<file path="config.mk">
export PLATFORM = sky130hd
export DESIGN_NAME = stage_task_responder
export DESIGN_NICKNAME = d
export VERILOG_FILES = /design/src/rtl/stage_task_responder.sv
export SDC_FILE = /design/constraint.sdc
export NUM_CORES = 1
export LEC_CHECK = 0
export ABC_AREA = 1
export CAP_MARGIN = 30
export CORE_ASPECT_RATIO = 0.9
export CORE_UTILIZATION = 53
export DETAILED_ROUTE_END_ITERATION = 12
export GPL_TIMING_DRIVEN = 1
export HOLD_SLACK_MARGIN = 0.02
export PLACE_DENSITY = 0.78
export SLEW_MARGIN = 30
export SYNTH_ARGS = -nofsm -noshare
export SYNTH_HDL_FRONTEND = slang
export SYNTH_SLANG_ARGS = --single-unit
</file>
<file path="constraint.sdc">
create_clock -name clk -period 1.7 [get_ports clk]
set_input_delay 0.17 -clock clk [delete_from_list [all_inputs] [get_ports clk]]
set_output_delay 0.17 -clock clk [all_outputs]
set_load 0.02 [all_outputs]
</file>
<file path="src/rtl/stage_task_responder.sv">
// stage_task_responder: per-stage responder for the game-flow handshake.
// Executes clear / tower draw / car tally / end hold and returns level-held done flags.
`default_nettype none

module stage_task_responder #(
    parameter int          SCREEN_W     = 160,
    parameter int          SCREEN_H     = 120,
    parameter int          TOWER_X      = 72,
    parameter int          TOWER_Y      = 52,
    parameter int          TOWER_SIZE   = 8,
    parameter logic [2:0]  TOWER_COLOUR = 3'b010,
    parameter int          NUM_CARS     = 4,
    parameter int          LIVES        = 3,
    parameter int          END_HOLD     = 50000000
) (
    input  logic       clk,
    input  logic       resetn,
    input  logic       cmd_begin,
    input  logic       cmd_draw_tower,
    input  logic       cmd_in_progress,
    input  logic       cmd_done,
    input  logic       car_killed,
    input  logic       car_escaped,
    output logic       begin_done,
    output logic       tower_done,
    output logic       car_done,
    output logic       end_display_done,
    output logic       game_over,
    output logic [7:0] x,
    output logic [6:0] y,
    output logic [2:0] colour,
    output logic       plot,
    output logic [1:0] lives_left
);

    localparam int RW = $clog2(NUM_CARS + 2);
    localparam int EW = $clog2(LIVES + 1);
    localparam int HW = (END_HOLD > 1) ? $clog2(END_HOLD) : 1;

    localparam logic [7:0]    X_LAST    = 8'(SCREEN_W - 1);
    localparam logic [6:0]    Y_LAST    = 7'(SCREEN_H - 1);
    localparam logic [7:0]    TX_FIRST  = 8'(TOWER_X);
    localparam logic [7:0]    TX_LAST   = 8'(TOWER_X + TOWER_SIZE - 1);
    localparam logic [6:0]    TY_FIRST  = 7'(TOWER_Y);
    localparam logic [6:0]    TY_LAST   = 7'(TOWER_Y + TOWER_SIZE - 1);
    localparam logic [RW-1:0] CARS_C    = RW'(NUM_CARS);
    localparam logic [EW-1:0] LIVES_C   = EW'(LIVES);
    localparam logic [HW-1:0] HOLD_LAST = HW'(END_HOLD - 1);

    typedef enum logic [3:0] {
        IDLE      = 4'd0,
        CLEAR     = 4'd1,
        CLEAR_ACK = 4'd2,
        TOWER     = 4'd3,
        TOWER_ACK = 4'd4,
        PLAY      = 4'd5,
        PLAY_ACK  = 4'd6,
        HOLD      = 4'd7,
        HOLD_ACK  = 4'd8
    } state_t;

    state_t        state, state_nxt;
    logic [7:0]    x_nxt;
    logic [6:0]    y_nxt;
    logic [2:0]    colour_nxt;
    logic          plot_nxt;
    logic          begin_done_nxt, tower_done_nxt, car_done_nxt;
    logic          end_display_done_nxt, game_over_nxt;
    logic [1:0]    lives_left_nxt;
    logic [RW-1:0] resolved, resolved_nxt, res_sum;
    logic [EW-1:0] escaped, escaped_nxt, esc_sum;
    logic [HW-1:0] hold_cnt, hold_cnt_nxt;

    always_ff @(posedge clk or negedge resetn) begin
        if (!resetn) begin
            state            <= IDLE;
            x                <= '0;
            y                <= '0;
            colour           <= '0;
            plot             <= 1'b0;
            begin_done       <= 1'b0;
            tower_done       <= 1'b0;
            car_done         <= 1'b0;
            end_display_done <= 1'b0;
            game_over        <= 1'b0;
            lives_left       <= 2'(LIVES);
            resolved         <= '0;
            escaped          <= '0;
            hold_cnt         <= '0;
        end else begin
            state            <= state_nxt;
            x                <= x_nxt;
            y                <= y_nxt;
            colour           <= colour_nxt;
            plot             <= plot_nxt;
            begin_done       <= begin_done_nxt;
            tower_done       <= tower_done_nxt;
            car_done         <= car_done_nxt;
            end_display_done <= end_display_done_nxt;
            game_over        <= game_over_nxt;
            lives_left       <= lives_left_nxt;
            resolved         <= resolved_nxt;
            escaped          <= escaped_nxt;
            hold_cnt         <= hold_cnt_nxt;
        end
    end

    // All outputs are computed for the next state and registered.
    always_comb begin
        state_nxt            = state;
        x_nxt                = x;
        y_nxt                = y;
        colour_nxt           = colour;
        plot_nxt             = 1'b0;
        begin_done_nxt       = 1'b0;
        tower_done_nxt       = 1'b0;
        car_done_nxt         = 1'b0;
        end_display_done_nxt = 1'b0;
        game_over_nxt        = game_over;
        lives_left_nxt       = lives_left;
        resolved_nxt         = resolved;
        escaped_nxt          = escaped;
        hold_cnt_nxt         = hold_cnt;
        res_sum              = resolved + RW'(car_killed) + RW'(car_escaped);
        esc_sum              = escaped + EW'(car_escaped);

        case (state)
            IDLE: begin
                x_nxt = '0;
                y_nxt = '0;
                if (cmd_begin) begin
                    state_nxt  = CLEAR;
                    colour_nxt = 3'b000;
                    plot_nxt   = 1'b1;
                end else if (cmd_draw_tower) begin
                    state_nxt  = TOWER;
                    x_nxt      = TX_FIRST;
                    y_nxt      = TY_FIRST;
                    colour_nxt = TOWER_COLOUR;
                    plot_nxt   = 1'b1;
                end else if (cmd_in_progress) begin
                    state_nxt      = PLAY;
                    resolved_nxt   = '0;
                    escaped_nxt    = '0;
                    lives_left_nxt = 2'(LIVES);
                end else if (cmd_done) begin
                    state_nxt    = HOLD;
                    hold_cnt_nxt = '0;
                end else begin
                    x_nxt = x;
                    y_nxt = y;
                end
            end

            CLEAR: begin
                if (!cmd_begin) begin
                    state_nxt = IDLE;
                end else if (x == X_LAST && y == Y_LAST) begin
                    state_nxt      = CLEAR_ACK;
                    begin_done_nxt = 1'b1;
                end else begin
                    plot_nxt = 1'b1;
                    if (x == X_LAST) begin
                        x_nxt = '0;
                        y_nxt = y + 7'd1;
                    end else begin
                        x_nxt = x + 8'd1;
                    end
                end
            end

            CLEAR_ACK: begin
                if (cmd_begin) begin
                    begin_done_nxt = 1'b1;
                end else begin
                    state_nxt = IDLE;
                end
            end

            TOWER: begin
                if (!cmd_draw_tower) begin
                    state_nxt = IDLE;
                end else if (x == TX_LAST && y == TY_LAST) begin
                    state_nxt      = TOWER_ACK;
                    tower_done_nxt = 1'b1;
                end else begin
                    plot_nxt = 1'b1;
                    if (x == TX_LAST) begin
                        x_nxt = TX_FIRST;
                        y_nxt = y + 7'd1;
                    end else begin
                        x_nxt = x + 8'd1;
                    end
                end
            end

            TOWER_ACK: begin
                if (cmd_draw_tower) begin
                    tower_done_nxt = 1'b1;
                end else begin
                    state_nxt = IDLE;
                end
            end

            PLAY: begin
                if (!cmd_in_progress) begin
                    state_nxt = IDLE;
                end else begin
                    resolved_nxt   = res_sum;
                    escaped_nxt    = esc_sum;
                    lives_left_nxt = (esc_sum >= LIVES_C) ? 2'd0 : 2'(LIVES_C - esc_sum);
                    // Running out of lives outranks finishing the wave.
                    if (esc_sum >= LIVES_C) begin
                        state_nxt     = PLAY_ACK;
                        game_over_nxt = 1'b1;
                    end else if (res_sum >= CARS_C) begin
                        state_nxt    = PLAY_ACK;
                        car_done_nxt = 1'b1;
                    end
                end
            end

            PLAY_ACK: begin
                if (cmd_in_progress) begin
                    car_done_nxt = car_done;
                end else begin
                    state_nxt = IDLE;
                end
            end

            HOLD: begin
                if (!cmd_done) begin
                    state_nxt = IDLE;
                end else if (hold_cnt == HOLD_LAST) begin
                    state_nxt            = HOLD_ACK;
                    end_display_done_nxt = 1'b1;
                end else begin
                    hold_cnt_nxt = hold_cnt + HW'(1);
                end
            end

            HOLD_ACK: begin
                if (cmd_done) begin
                    end_display_done_nxt = 1'b1;
                end else begin
                    state_nxt = IDLE;
                end
            end

            default: begin
                state_nxt = IDLE;
            end
        endcase
    end

endmodule

`default_nettype wire

</file>
# After elaboration in Yosys (flattened, before gate mapping)
# Index checks and enable logic that the tools add are counted.
classes:
  add_sub_neg: 7
  n_lt_le_gt_ge: 2
  eq_ne: 36
  mux: 88
  reduce_logical: 14
ops:
  columns: ["operator", "count"]
  rows:
  - ["$mux 26", 6]
  - ["$mux 8", 10]
  - ["$mux 7", 10]
  - ["$mux 4", 17]
  - ["$pmux 26 s2", 1]
  - ["$ne 2x2->1 const B", 18]
  - ["$pmux 4 s9", 1]
  - ["$add 26x1->26 const B", 1]
  - ["$eq 26x26->1 const B", 1]
  - ["$pmux 8 s3", 1]
  - ["$pmux 7 s3", 1]
  - ["$mux 1", 18]
  - ["$mux 2", 9]
  - ["$mux 3", 6]
  - ["$eq 4x3->1 const B", 4]
  - ["$ne 3x3->1 const B", 3]
  - ["$reduce_and 9->1", 1]
  - ["$add 8x1->8 const B", 1]
  - ["$eq 4x2->1 const B", 2]
  - ["$eq 8x7->1 const B", 1]
  - ["$eq 8x8->1 const B", 1]
  - ["$pmux 1 s2", 4]
  - ["$pmux 2 s2", 2]
  - ["$reduce_and 8->1", 1]
  - ["other kinds (23)", 27]
word_totals:
  reg_bits: 61

# Longest topological paths before layout
# Gate-level depths: netlist of the first run.
depth:
  depth_word: 7
  mapped_depth: 12
  mapped_depth_nobuf: 11

# Worst setup path before layout of the first run
# Ideal clock, no wire load.
synth_path:
  kind: "register -> register"
  start: "register x[0]"
  end: "register y[3]"
  setup_time_ps: 118
  t_arrival_ps: 1647
  required_time_ps: 1582
  setup_slack_ps: -65
  stages_incl_launch_ff: 11
  period_less_slack_ps: 1765
  path_cell_list: "dfrtp_1 > ha_1 > nand3_2 > nor2_4 > nand2_2 > nand2_2 > nand2_1 > nor2_4 > nand2_4 > nand2_1 > nand2_1"
synth_via:
  elab_chain_len: 4
  word_cells_on_any_way: 9
  classes_between: "6 x eq/ne; 3 x reduce/logical"
synth_rtl:
  columns: ["element", "line_no", "source"]
  rows:
  - ["from (decl)", "29", "output logic [7:0] x,"]
  - ["from (signal assigned)", "92", "x <= x_nxt;"]
  - ["$eq 8x7->1 or $eq 8x8->1 (tied branches)", null, null]
  - ["$logic_and 1x1->1, on equally long branches", "183, 158", null]
  - ["$ne 2x2->1 (no line)", null, null]
  - ["$reduce_and 8->1 (no line) (*)", null, null]
  - ["to (signal assigned)", "93", "y <= y_nxt;"]
  - ["to (decl)", "30", "output logic [6:0] y,"]
# Mark *: on every way between the ends. The rest lies on a longest branch, timed or not.
# A chain may end at the register's enable or synchronous reset.

# Final worst setup path of the first run
layout_path:
  start: "register resolved[0]"
  end: "register state[1]"
layout_via:
  elab_chain_len: 5
layout_rtl:
  columns: ["element", "line_no", "source"]
  rows:
  - ["from (decl)", "70", "logic [RW-1:0] resolved, resolved_nxt, res_sum;"]
  - ["from (signal assigned)", "102", "resolved <= resolved_nxt;"]
  - ["$add 3x1->3 (2 in series)", "124", "res_sum = resolved + RW'(car_killed) + RW'(car_escaped);"]
  - ["$ge 3x3->1", "216", "end else if (res_sum >= CARS_C) begin"]
  - ["$ne 4x4->1 (no line)", null, null]
  - ["$reduce_and 9->1 (no line)", null, null]
  - ["to (signal assigned)", "91", "state <= state_nxt;"]
  - ["to (decl)", "62", "state_t state, state_nxt;"]
# Every way passes these cells.

==> impl_metrics.tcl, run 1 <==
set metrics [dict create \
    post-route-period-util_pct 100.7 \
    num_vias 4325 \
    clock-root-buffer "clkbuf_8" \
    ys_warn_count 0 \
    stdcell_count 807 \
    drive_gt1_share_pct 20.25 \
    synth.largest_area_cell "dfrtp_1" \
    pin_count 34 \
    violations "setup timing" \
    cp_max_fo 4 \
    drtIter0Drc 365 \
    grt_pass1_wl_um 18770 \
    path_class "reg2reg" \
    hpwl_um 7846 \
    status "finished, violations left" \
    dp_cells 781 \
    drc 0 \
    yosysSeqAreaShare_pct 35.76 \
    gr-total-overflow 0 \
    dr.pass1.iters 5 \
    start_util_pct 54.81 \
    worstSkewPairLatency_ns 0.35 \
    use_met3_pct 6.826 \
    ys_ff_latch 59 \
    grt_max_degree 60 \
    postLayoutSetupSlackWorst_ns -0.01250 \
    use_met2_pct 44.68 \
    rsz0062_at_grt "true" \
    avgSynthCellArea_um2 6.768 \
    netlist.area_leader.share_pct 34.49 \
    start_kind "register" \
    grt_pass1_vias 4057 \
    cts_tree "built" \
    use_met1_pct 42.58 \
    worstPathRequired_ns 1.94 \
    die_width_um 95.11 \
    rows 30 \
    avgViaCountPerCell 5.359 \
    hold_class "in2async" \
    dieArea_mm2 0.008160 \
    finalCriticalPeriod_ns 1.712 \
    syn_area_mm2 0.004135 \
    hold_viol 0 \
    yosysUniqueCellTypes 37 \
    finalWeightedCongestion 0.9510 \
    clk_path_buf_depth 2 \
    antenna_cells 0 \
    path_clk_slew_ns 0.07 \
    nNetsFinal 720 \
    wl_per_cell_um 13.86 \
    fillerInstances 620 \
    dieHeight_um 85.80 \
    p_per_area_mw_per_mm2 1156 \
    arrival_ns 1.96 \
    grtUsageTotal_pct 29.59 \
    coreArea_mm2 0.007545 \
    setup_viol 1 \
    drv_cap 0 \
    cts_made_buffers 9 \
    antenna_found_initial 0 \
    max-vdd-ir-drop_mv 0.9761 \
    syn_to_final_growth_pct 28.56 \
    cts.htree.levels 3 \
    ant_nets 0 \
    placed_area_mm2 0.004915 \
    critPathCaptureType "register" \
    grt_busiest_layer "met2" \
    finClkSkew_ns 0.01007 \
    fmax_mhz 583.9 \
    wl_um 11190 \
    final_area_mm2 0.005316 \
    leakage_nw 2.573 \
    synthTopCellsByArea "dfrtp_1 34%, nand2_1 21%, nor2_1 8.1%, nand3_1 7.9%, inv_1 4.0%" \
    clock_sinks 59 \
    synth_cells 611 \
    port_buffers 31 \
    maxSlewViolCount 0 \
]
[Yosys cell counts, drive strengths merged]
library cell    n
xnor2           6
o21bai          4
conb            1
buf             8
dfstp           2
clkbuf          2
a22o            2
nand4          15
nand3b          4
nor3            1
inv            53
dfrtp          57
a21oi           6
fa              1
o21ai          11
o21a            3
nor2          103
nand2         247
ha              5
nand3          67
xor2            9
o31ai           3
a32o            1
[stage by stage]
stage | TNS, ns | utilization, % | setup slack (ns) | power, W | hold slack (ns)
2_1_floorplan | 0 | - | 0.002548 | 0.003484 | -0.1256
3_3_place_gp | -1.208 | 65.14 | -0.3068 | 0.004459 | 0.2005
3_5_place_dp | -1.737 | 65.14 | -0.3833 | 0.004545 | 0.1965
4_1_cts | -0.02458 | 68.96 | -0.02141 | 0.006017 | 0.3734
5_1_grt | -1.218 | 70.46 | -0.07879 | 0.006493 | 0.3971
6_report | -0.01250 | 70.46 | -0.01250 | 0.006146 | 0.3334
[layer usage]
metal  vias up  share of wire [%]  wire length [um]
met5         -                  0                 0
met4         0               0.97               108
met3        12                7.2               803
met2       160                 46              5127
met1      2020                 46              5147
li1       2133                  -                 -
[path summary, 6_finish.rpt]
path,start,to,slack (ns),depth (start not counted)
worst max-delay path,resolved[0],state[1],-0.01,9
min in group clk,game_over,game_over,0.49,1
worst min register to register,game_over,game_over,0.49,1
max in group asynchronous,resetn,lives_left[0],1.05,3
worst min-delay path,resetn,y[6],0.33,3
worst max register to register,resolved[0],state[1],-0.01,9
[state kept, by name (all words and copies together) (netlist names)]
| name | flops |
|---|---|
| x | 8 |
| y | 7 |
| begin_done | 1 |
| state | 4 |
| plot | 1 |
| game_over | 1 |
| hold_cnt | 26 |
| escaped | 2 |
| colour | 1 |
| lives_left | 2 |
| car_done | 1 |
| tower_done | 1 |
| resolved | 3 |
| end_display_done | 1 |
[placed cells by master (no fill, tap or decap), types with 3 or more instances in the layout]
cell type and n:
nand2_1 229, nor2_1 84, nand3_1 63, buf_4 58, dfrtp_1 51, inv_1 44
clkdlybuf4s50_1 25, nand4_1 15, nand2_2 11, o21ai_0 10, nor2_2 9, nor2_4 9
xor2_1 9, clkbuf_8 9, inv_2 8, xnor2_1 6, dfrtp_2 6, dlymetal6s2s_1 5
nand2_4 4, nand3b_1 4, a21oi_1 4, o21bai_1 4, nand3_2 3, o31ai_1 3
o21a_1 3, nand2_8 3, clkinvlp_4 3
[worst max-delay path: stages, from the launching register on]
cell     delay (ns)
dfrtp_1        0.40
fa_2           0.34
ha_2           0.18
xnor2_1        0.13
nand3_1        0.10
nand2_2        0.08
nor2_4         0.13
nand3_2        0.11
nand2_1        0.09
nand2_1        0.06
[kinds of logic after synthesis]
group | share of synthesized area [%]
AOI/OAI and AO/OA | 4.993
and+or+nand+nor | 47.41
DFF | 35.76
adders and majority gates | 1.997
other | 0.09068
buffers and inverters | 6.566
xor gates and xnor gates | 3.177
[power breakdown]
part | internal (W) | switching, W | leakage [nW] | total, W
clock network | 0.000819 | 0.000628 | 0.101 | 0.00145
logic | 0.00113 | 0.00173 | 1.68 | 0.00286
registers | 0.00163 | 0.000207 | 0.792 | 0.00184
total | 0.00358 | 0.00257 | 2.57 | 0.00615
[timing repair]
item	in CTS	in global routing
setup endpoints to repair	11	51
hold endpoints to repair	57	0
setup buffers	3	6
gates resized for setup	9	23
pin swaps	5	8
hold buffers	1	0
[area by class of cell]
type	instances	area (um2)	area share, %
timing repair buffer	93	814.5	15.32
clock buffer	9	123.9	2.330
sequential	59	1486	27.96
multi-input combinational	490	2477	46.60
clock inverter	7	92.59	1.742
inverter	53	201.4	3.789
tap	96	120.1	2.259
No activity file was read; power rests on OpenSTA's default activity.
==> run 2: changes to the inputs <==
CORE_UTILIZATION = 58   (was 53)
DONT_BUFFER_PORTS = 1   (was default)
PLACE_DENSITY = 0.77   (was 0.78)
REMOVE_ABC_BUFFERS = 1   (was default)
SKIP_LAST_GASP = 1   (was default)
==> run 2 against run 1 <==
Net effect:
- the run still ends with setup timing left
- clock power about the same
- routed wire length up 9.4%
- sequential power up 3%
- clock skew down 0.0031 ns
- largest cell class unchanged
- count of clock-buffer cells in the layout up 1
- die area down 8.4%
- first-iteration DRC count up 1.6%
- highest routed layer unchanged
- non-clock buffer count down 18
- fmax down 1.3%
- sequential share of layout area up 0.57 points
==> impl_metrics.tcl, run 2 (synthesized netlist as in run 1, its figures left out) <==
set metrics [dict create \
    gr-total-overflow 0 \
    rsz0062_at_grt "true" \
    clock_sinks 59 \
    finalWeightedCongestion 0.9636 \
    reg_top3 "hold_cnt x26, x x8, y x7" \
    post-route-period-util_pct 102.0 \
    stdcell_count 789 \
    cp_max_fo 3 \
    start_util_pct 61.48 \
    fin_setup_tns_ns -0.05361 \
    grtUsageTotal_pct 32.75 \
    violations "setup timing" \
    reg2reg_depth 9 \
    dieArea_mm2 0.007472 \
    port_buffers 0 \
    fmax_mhz 576.6 \
    largest_reg_flops 26 \
    setup_viol 4 \
    finalCriticalPeriod_ns 1.734 \
    grt_max_degree 60 \
    worstSkewPairLatency_ns 0.35 \
    cts_made_buffers 9 \
    postLayoutSetupSlackWorst_ns -0.03426 \
    wl_um 12240 \
    cts.htree.levels 3 \
    leakage_nw 2.490 \
    path_cells "fa_2, ha_4, xnor2_2, nand3_1, nand2_1, nor2_2, buf_4, nand4_1, nand2_1" \
    pin_count 34 \
    avgViaCountPerCell 5.785 \
    drv_cap 0 \
    layout_common_cells "230 x nand2_1, 81 x nor2_1, 67 x buf_4" \
    drive_gt1_share_pct 23.75 \
    hold_viol 0 \
    dieHeight_um 82.11 \
    dp_cells 755 \
    path_class "reg2reg" \
    die_width_um 91.01 \
    dp_slack_ns -0.08292 \
    antenna_cells 0 \
    status "finished, violations left" \
    cts_tree "built" \
    worstPathRequired_ns 1.99 \
    clk_path_buf_depth 2 \
    rrSetupSlack_ns -0.03 \
    p_per_area_mw_per_mm2 1179 \
    max-vdd-ir-drop_mv 0.9817 \
    layout_commonest_cell "nand2_1" \
    ant_nets 0 \
    dr.pass1.iters 5 \
    nNetsFinal 708 \
    grt_pass1_wl_um 19170 \
    worstSetupStartpoint "resolved[0]" \
    wl_per_cell_um 15.51 \
    crit_slowest_cell "dfrtp_1" \
    critPathCaptureType "register" \
    crit_path_max_incr_delay_ns 0.40 \
    path_clk_slew_ns 0.07 \
    coreArea_mm2 0.006726 \
    antenna_found_initial 0 \
    crit_end "state[0]" \
    drc 0 \
    clock-root-buffer "clkbuf_8" \
    num_vias 4564 \
    arrival_ns 2.02 \
    postLayoutCoreUtil_pct 77.38 \
    finClkSkew_ns 0.007012 \
    start_kind "register" \
    drtIter0Drc 371 \
    grt_pass1_vias 4150 \
    hpwl_um 7870 \
    crit_top_cell "nand2_1" \
    maxSlewViolCount 0 \
    regToRegStartpoint "resolved[0]" \
    rows 28 \
    largest_register "hold_cnt" \
    r2r-end "state[0]" \
    syn_to_final_growth_pct 25.87 \
    hold_class "in2reg" \
]
-- run 2: timing repair --
| item | in CTS | in global routing |
|---|---|---|
| endpoints found under the hold margin | 60 | 0 |
| hold buffers | 3 | 0 |
| buffers inserted | 0 | 9 |
| pin swaps | 9 | 18 |
| cloned | 1 | 5 |
| setup endpoints to repair | 41 | 49 |
| gates resized for setup | 12 | 30 |
-- run 2: power breakdown --
| group | total (W) | internal, W | switching (W) |
|---|---|---|---|
| logic | 0.00281 | 0.000982 | 0.00183 |
| registers | 0.00190 | 0.00163 | 0.000271 |
| clock network | 0.00143 | 0.000827 | 0.000602 |
| total | 0.00614 | 0.00343 | 0.00270 |
-- run 2: per-layer routing --
metal	track usage, %	part of all wire [%]	up-vias
met4	14.13	3.4	0
met5	0	0	-
li1	-	-	2111
met1	43.28	40	2111
met2	52.80	45	289
met3	7.143	11	53
-- run 2: cell type report --
cell class	instances	area, um2
multi-input combinational	496	2577
sequential	59	1485
clock inverter	6	90.09
inverter	53	201.4
clock buffer	10	127.6
tap	90	112.6
fill	458	1521
timing repair buffer	75	610.6
-- run 2: worst min-delay path by stage --
stage               from    endpoint  slack [ns]  cells after the start
2_1_floorplan     resetn  begin_done       -0.13                      0
3_3_place_gp      resetn        y[4]       -0.12                      0
3_5_place_dp      resetn        y[6]       -0.12                      0
4_1_cts        cmd_begin  begin_done        0.04                      2
5_1_grt        cmd_begin  begin_done        0.07                      2
6_report       cmd_begin  begin_done        0.04                      2
-- run 2: critical path: cells and delay by family (launching register included) --
family / cells / cell delay [ns]
xor+xnor: 1 / 0.13
simple gates: 5 / 0.45
fa+ha+maj: 2 / 0.55
flops: 1 / 0.40
buf+inv: 1 / 0.14
-- run 2: stage by stage --
stage	hold slack, ns	cell area (um2)	total power (W)
final	0.03812	5205	0.006137
after global routing	0.06846	5205	0.006444
after CTS	0.03839	4996	0.005791
after detailed placement	-0.1245	4654	0.004241
after global placement	-0.1245	4654	0.004149
after floorplan	-0.1256	4069	0.003401
==> run 3: changes to the inputs <==
CORE_UTILIZATION = 40   (was 58)
PLACE_DENSITY = 0.57   (was 0.77)
==> run 3 against run 2 <==
Net effect:
- the run now ends clean
- power is 9.9% higher
- core utilization down 24 points
- combinational power shrank 1%
- via count fell by 10%
- sequential share of layout area down 0.43 points
- worst setup slack gained 0.060 ns
- die area is 44% higher
- clock power is 45% higher
- fmax grew 3.6%
- first-iteration DRC count fell by 31%
- global-route usage decreased by 11 points
- sequential cell count is the same
- critical path type unchanged
- critical endpoint is now state[2]
- largest cell class unchanged
- highest routed layer unchanged
==> impl_metrics.tcl, run 3 (synthesized netlist as in run 1, its figures left out) <==
set metrics [dict create \
    dr.pass1.iters 6 \
    start_util_pct 41.90 \
    path_class "reg2reg" \
    clock-root-buffer "clkbuf_16" \
    fillerInstances 948 \
    power_w 0.006744 \
    crit_path_max_incr_delay_ns 0.39 \
    dieHeight_um 98.46 \
    arrival_ns 1.91 \
    dieArea_mm2 0.01075 \
    cts.htree.levels 3 \
    min_path_cells 2 \
    grt_pass1_wl_um 17800 \
    crit_top_cell "nand2_1" \
    finClkSkew_ns 0.008846 \
    largest_reg_flops 26 \
    maxSlewViolCount 0 \
    max_slew_margin_pct 65.66 \
    critPathTopFamily "adder cells" \
    post-route-period-util_pct 98.48 \
    drv_cap 0 \
    fmax_mhz 597.3 \
    critPathCaptureType "register" \
    path_clk_slew_ns 0.06 \
    pin_count 34 \
    grt_pass1_vias 3705 \
    worst_pin_slew_ns 0.5131 \
    critPathBufInv 0 \
    max-vdd-ir-drop_mv 0.8561 \
    path_cells "fa_2, ha_2, xnor2_2, nand3_1, nand2_1, nor2_2, nand3_1, nand2_1, nand2_1" \
    antenna_cells 0 \
    hold_class "in2reg" \
    wl_um 11170 \
    avgViaCountPerCell 5.053 \
    leakage_nw 2.486 \
    cp_max_fo 3 \
    hold_viol 0 \
    reg_top3 "hold_cnt x26, x x8, y x7" \
    worstPathRequired_ns 1.93 \
    largest_register "hold_cnt" \
    reg2reg_depth 9 \
    finalCriticalPeriod_ns 1.674 \
    stdcell_count 813 \
    die_width_um 109.2 \
    multi_input_area_mm2 0.002510 \
    path_depth 9 \
    worstSkewPairLatency_ns 0.34 \
    layout_commonest_cell "nand2_1" \
    final-seq-area_mm2 0.001483 \
    ant_nets 0 \
    drtIter0Drc 257 \
    antenna_found_initial 0 \
    p_per_area_mw_per_mm2 1278 \
    nNetsFinal 696 \
    finalWeightedCongestion 0.8949 \
    gr-total-overflow 0 \
    port_buffers 0 \
    clk_path_buf_depth 2 \
    rsz0062_at_grt "true" \
    clock_sinks 59 \
    layout_common_cells "228 x nand2_1, 86 x nor2_1, 63 x nand3_1" \
    cts_tree "built" \
    grtUsageTotal_pct 21.29 \
    grt_max_degree 60 \
    rows 34 \
    coreArea_mm2 0.009869 \
    drc 0 \
    cts_made_buffers 9 \
    rrSetupSlack_ns 0.03 \
    setup_viol 0 \
    syn_to_final_growth_pct 27.56 \
    drive_gt1_share_pct 21.54 \
    fin_hold_ws_ns 0.04414 \
    num_vias 4108 \
    start_kind "register" \
    dp_cells 774 \
    crit_slowest_cell "dfrtp_1" \
    status "complete, no violations" \
    hpwl_um 7759 \
    postLayoutCoreUtil_pct 53.45 \
    wl_per_cell_um 13.73 \
]
==> run 3: changes by cell type in the layout (fill, tap and decap cells not counted), moves of 3 or more <==
| cell | delta |
|---|---|
| buf_4 | -9 |
| clkbuf_8 | -7 |
| nand3_2 | -3 |
| nor2_2 | -4 |
| clkbuf_16 | +9 |
| nand2_4 | -3 |
| nor2_1 | +5 |
| buf_12 | +4 |
==> run 3: worst paths after layout <==
path | start | endpoint
max | resolved[0] | state[2]
min | cmd_begin | begin_done
max reg2reg | resolved[0] | state[2]
min reg2reg | escaped[0] | escaped[0]
max in group asynchronous | resetn | lives_left[1]
min in group asynchronous | resetn | escaped[0]
==> run 3: timing repair <==
action                                  in CTS  in global routing
hold buffers                                 3                  0
pin swaps                                    5                 12
endpoints found under the setup margin       8                 45
cloned                                       0                  2
hold endpoints to repair                    60                  0
buffers inserted                             0                 18
resized for setup                            4                 25
==> run 3: final cells by class <==
cell class	instances	share of cell area, %
tap	126	2.989
inverter	53	3.819
clock inverter	5	1.613
timing repair buffer	67	11.10
sequential	59	28.11
multi-input combinational	492	47.58
clock buffer	11	4.791
==> run 3: power by group <==
part	total [W]	internal (W)	switching [W]
clock	0.00208	0.00137	0.000713
sequential	0.00189	0.00163	0.000263
combinational	0.00277	0.00109	0.00169
total	0.00674	0.00408	0.00266
==> run 3: per-layer routing <==
layer  share of wire, %  GRT usage (%)
met1                 50          30.97
met2                 44          31.01
met3                4.4          5.622
met4                1.2          5.846
met5                  0              0
==> run 3: metrics by stage <==
stage          area (um2)  worst slack, ns  setup TNS (ns)
2_1_floorplan        4069         -0.06513         -0.4794
3_3_place_gp         4584         0.009666               0
3_5_place_dp         4584         -0.03143        -0.09193
4_1_cts              4985      0.000009992               0
5_1_grt              5275          -0.1350         -0.7976
6_report             5275          0.02586               0
